[config.mk]
export PLATFORM = sky130hd
export DESIGN_NAME = mem_arbiter
export DESIGN_NICKNAME = d
export VERILOG_FILES = /design/src/rtl/mem_arbiter.sv
export SDC_FILE = /design/constraint.sdc
export NUM_CORES = 1
export LEC_CHECK = 0
export ABC_AREA = 0
export BUFFER_PORTS_ARGS = -buffer_cell sky130_fd_sc_hd__buf_2
export CORE_UTILIZATION = 40
export CTS_CLUSTER_DIAMETER = 150
export DETAILED_ROUTE_END_ITERATION = 8
export GPL_TIMING_DRIVEN = 1
export PLACE_DENSITY = 0.74
export SLEW_MARGIN = 30
export SYNTH_ARGS = -nofsm -noshare
export SYNTH_HDL_FRONTEND = slang
export SYNTH_SLANG_ARGS = --single-unit
[constraint.sdc]
create_clock -name clock -period 2.41 [get_ports clock]
set_input_delay 0.241 -clock clock [delete_from_list [all_inputs] [get_ports clock]]
set_output_delay 0.241 -clock clock [all_outputs]
set_load 0.02 [all_outputs]
[src/rtl/mem_arbiter.sv]
// mem_arbiter: round-robin arbiter and byte sequencer between I-fetch, D-side and a byte-wide memory
module mem_arbiter (
   input  logic        clock,
   input  logic        reset,
   input  logic        i_read,
   input  logic [31:0] i_address,
   output logic [31:0] i_readdata,
   output logic        i_busywait,
   input  logic        d_read,
   input  logic        d_write,
   input  logic [31:0] d_address,
   input  logic [31:0] d_writedata,
   input  logic [2:0]  d_funct3,
   output logic [31:0] d_readdata,
   output logic        d_busywait,
   output logic        mem_read,
   output logic        mem_write,
   output logic [31:0] mem_address,
   output logic [7:0]  mem_writedata,
   input  logic [7:0]  mem_readdata,
   input  logic        mem_busywait
);
   typedef enum logic [1:0] {IDLE, XFER, DONE} state_t;
   state_t      state;
   logic        gnt;
   logic        last;
   logic        sgn;
   logic        wr;
   logic [2:0]  n;
   logic [2:0]  k;
   logic [31:0] wdata;
   logic [31:0] rbuf;
   logic [31:0] rnext;
   logic [31:0] rext;
   logic        d_req;
   logic        pick_d;
   logic        illegal;
   logic        done_byte;
   logic        last_byte;
   logic [2:0]  d_n;

   // gnt/last encoding: 0 = I-side, 1 = D-side; a store wins when read and write are both high
   assign d_req     = d_read | d_write;
   assign pick_d    = d_req & (~i_read | ~last);
   assign illegal   = (d_funct3 == 3'b011) || (d_funct3[2:1] == 2'b11);
   assign d_n       = d_funct3[1] ? 3'd4 : d_funct3[0] ? 3'd2 : 3'd1;
   assign done_byte = (mem_read | mem_write) & ~mem_busywait;
   assign last_byte = k == n - 3'd1;
   assign i_busywait = i_read & ~(state == DONE && !gnt);
   assign d_busywait = d_req & ~(state == DONE && gnt);

   // merge the byte arriving this cycle into the assembly buffer
   always_comb begin
      rnext = rbuf;
      rnext[{k[1:0], 3'b000} +: 8] = mem_readdata;
   end

   // extend the assembled load to 32 bits by size and signedness
   always_comb begin
      rext = (n == 3'd1) ? {{24{sgn & rnext[7]}}, rnext[7:0]} :
             (n == 3'd2) ? {{16{sgn & rnext[15]}}, rnext[15:0]} : rnext;
   end

   // arbitration FSM; memory strobes, address and write byte are registered here
   always_ff @(posedge clock or negedge reset) begin
      if (!reset) begin
         state         <= IDLE;
         gnt           <= 1'b0;
         last          <= 1'b1;
         sgn           <= 1'b0;
         wr            <= 1'b0;
         n             <= 3'd0;
         k             <= 3'd0;
         wdata         <= 32'd0;
         rbuf          <= 32'd0;
         mem_read      <= 1'b0;
         mem_write     <= 1'b0;
         mem_address   <= 32'd0;
         mem_writedata <= 8'd0;
         i_readdata    <= 32'd0;
         d_readdata    <= 32'd0;
      end else begin
         case (state)
            IDLE: if (i_read | d_req) begin
               gnt  <= pick_d;
               k    <= 3'd0;
               rbuf <= 32'd0;
               if (pick_d) begin
                  sgn           <= ~d_funct3[2];
                  wr            <= d_write;
                  n             <= d_n;
                  wdata         <= d_writedata;
                  mem_address   <= d_address;
                  mem_writedata <= d_writedata[7:0];
                  if (illegal) begin
                     d_readdata <= 32'd0;
                     state      <= DONE;
                  end else begin
                     mem_read  <= ~d_write;
                     mem_write <= d_write;
                     state     <= XFER;
                  end
               end else begin
                  sgn           <= 1'b0;
                  wr            <= 1'b0;
                  n             <= 3'd4;
                  wdata         <= 32'd0;
                  mem_address   <= i_address;
                  mem_writedata <= 8'd0;
                  mem_read      <= 1'b1;
                  state         <= XFER;
               end
            end
            XFER: if (done_byte) begin
               rbuf <= rnext;
               k    <= k + 3'd1;
               if (last_byte) begin
                  mem_read  <= 1'b0;
                  mem_write <= 1'b0;
                  state     <= DONE;
                  if (!wr) begin
                     if (gnt) d_readdata <= rext;
                     else i_readdata <= rext;
                  end
               end else begin
                  mem_address   <= mem_address + 32'd1;
                  mem_writedata <= wdata[{k[1:0] + 2'd1, 3'b000} +: 8];
               end
            end
            DONE: begin
               last  <= gnt;
               k     <= 3'd0;
               state <= IDLE;
            end
            default: state <= IDLE;
         endcase
      end
   end
endmodule

==> results.md <==
* TritonCTS Sinks at 182
* Slowest stage delay, CP at 0.38 ns
* Max-slew violations at 0
* Congestion Overflow GR at 0
* Worst-margin pin slew at roughly 0.64 ns
* Most used flip-flop cell after synthesis: dfrtp_1
* Pwr/cell area at 1280 nW/um^2
* Net Sw Frac at 43.5%
* Crit path required time at 2.77 ns
* Outcome: finished clean
* Post-Syn Instances at 925
* Synth cell types at a little over 70
* Mapped Avg Cell Area at 9.84 sq um
* Chip width at 153 um
* Top post-synthesis cells by area: dfrtp_1 50%, nand2_1 6.1%, a22o_1 5.3%, a21oi_1 4.1%, o21ai_0 3.4%
* Die Y at 153 um
* Final setup skew at 0.0133 ns
* Final Cell Area at 11,400 sq um
* Die area at between 20,000 and 25,000 sq um
* Critical path's slowest cell: dfrtp_1
* Seq/Total Area, Yosys at 50.0%
* Clock Latency Late Sink at 0.43 ns
* HP Class: primary input to flop
* Endpoints failing setup at 0
* First-pass GRT wire length at 42.2 mm
* Reg clk slew, reported paths at 0.07 ns
* Final Hold Fails at 0
* Metal3 WL at roughly 2.0 mm
* CP Cell Sequence: inv_1 -> ha_1 -> xnor2_2 -> nor3_4 -> nor4b_4 -> buf_6 -> buf_12 -> nor2_1 -> a21oi_1
* Synthesized area at 9100 sq um
* H-tree Lvls at 4
* Worst slew margin at 57.5%
* Ports at around 220
* Hold WS at 0.0186 ns
* NetSw at 6.35 mW
* Pleak at 5.37 nW
* Core footprint at around 22,000 sq um
* Largest net degree at the start of global routing at 58
* Seq pwr share at between 30 and 40%
* Util after Layout at between 50 and 60%
* Share of cells above drive strength 1 at 31.6%
* Clock Tree Root: clkbuf_16
* CP Max Fanout at 34
* DP Area at roughly 11,000 sq um
* Placed wire-length estimate at approximately 19 mm
* Syn_nets at between 1,000 and 1,500
* Starting density of the core at 41.2%
* Critical Path Start Type: flop
* Initial antenna violation count at 3
* Most common cell in the netlist: dfrtp_1
* Area grow syn2layout at 25.1%
* Warnings, synthesis at 0
* CP arrival at 2.57 ns
* Synth top area share at 49.8%
* GRT Total Usage at ~23%
* Layout net count at roughly 1,300
* Async set or reset register ratio after synthesis at 100%
* Post-synth top cells: 181 x dfrtp_1, 149 x nand2_1, 75 x a21oi_1, 74 x nor2_1, 61 x o21ai_0
* WL met1 at 11.4 mm
* Placer congestion estimate at 0.878
* Critical path's top delay family: simple AND/OR/NAND/NOR gates
* Total routed wirelength at 25.9 mm
* Pwr Total at 14.6 mW
* Max clock buf depth at 2
* Post-layout minimum cycle time at roughly 2.2 ns
* Via count at 8,157
* # Max-Cap Violations at 0
* CTS buffer count at 17
* IO Port Bufs at between 200 and 250
* Fmax at 452 MHz
* Worst Setup End Kind: flop
* Drt drc at 0
* Critical path type: flop to flop
* Maximum VDD drop at 0.000739 V
* Routed len/inst at 17.9 um
* Vias in the first global route at 7,836
* Cell row count at 54
* Setup slack, reg-to-reg at 0.20 ns
* Top Layer Used: met5
* Seq cells post-synth at 182
* Period utilization at just over 90%
* Antenna viol nets, final at 0
* Area leader, netlist: dfrtp_1
* Clock power frac at 19.1%
* Pint at 8.23 mW
* Logic pwr share at a little under half
* CTS tree: built
* Post-synth EDFFs at 0
* DR WL met2 at 12.0 mm
* Worst Path Buf+Inv at 3
* Number of iterations in the first detailed-routing pass at 6
* Vias per std cell at 5.66
* Drt initial violations at 664
## cell usage in the layout, fill, tap and decap left out, drive strengths merged, types with 9 or more instances in the layout
master and n:
o31ai 9, and3 14, nand2 149, buf 265, ha 10, inv 15, nand3 24, nand4 15
o21ai 77, a21oi 91, o22a 9, nor3 14, a221o 15, nor2 74, clkbuf 17, mux2 10
a22o 55, dfrtp 181
## flip-flops by register name, summed over array words and instances, names as in the netlist
name,count
d_readdata,32
gnt,1
i_readdata,32
k,3
last,1
mem_address,32
mem_read,1
mem_write,1
mem_writedata,8
n,3
rbuf,32
sgn,1
state,2
wdata,32
wr,1
## per-stage QoR
step            TNS, ns  setup slack [ns]  cells
6_report              0             0.196   1441
4_1_cts               0            0.0668   1437
2_1_floorplan         0            0.0155    925
3_5_place_dp          0            0.0957   1403
5_1_grt        -0.00984          -0.00984   1440
3_3_place_gp          0             0.177   1403
## power groups by stage
stage / clock network [mW] / registers, mW / logic, mW
floorplan: 0 / 5.45 / 4.00
global placement: 0 / 4.88 / 6.70
detailed placement: 0 / 4.91 / 6.85
CTS: 2.85 / 4.86 / 6.88
global route: 2.97 / 5.01 / 7.60
finish: 2.79 / 4.87 / 6.92
## layout make-up
type	count	area, sq um
Fill cell	1972	10700
Sequential cell	182	4560
Multi-Input combinational cell	668	4270
Timing Repair Buffer	267	1570
Clock buffer	17	425
Tap cell	280	350
Clock inverter	15	166
Inverter	11	41.3
Antenna cell	1	2.50
## final timing paths
kind,from,endpoint,cells past startpoint
setup / recovery,n[0],i_readdata[11],9
hold / removal,d_writedata[25],wdata[25],2
setup reg to reg,n[0],i_readdata[11],9
hold reg to reg,d_readdata[22],d_readdata[22],2
max in group asynchronous,reset,rbuf[5],3
min in group asynchronous,reset,d_readdata[20],2
## repair_timing
item / 4_1_cts / 5_1_grt
endpoints found under the hold margin: 49 / 0
setup buffers: 0 / 3
hold buffers: 2 / 0
gates resized for setup: 0 / 6
endpoints found under the setup margin: 0 / 53
## cells by family after synthesis
| family | count (synthesis) | share of synthesized area (%) |
|---|---|---|
| compound gates | 316 | 24.2 |
| xor+xnor | 4 | 0.550 |
| fa+ha+maj | 10 | 1.37 |
| buf+inv | 75 | 4.06 |
| flops | 182 | 50.0 |
| mux | 26 | 4.10 |
| simple gates | 312 | 15.7 |
## metal layers
metal | up-vias | GRT usage (%)
met5 | - | 0
met2 | 361 | 36.0
met4 | 4 | 7.07
li1 | 3846 | -
met3 | 38 | 5.50
met1 | 3908 | 30.8
(Power assumes the default switching activity.)
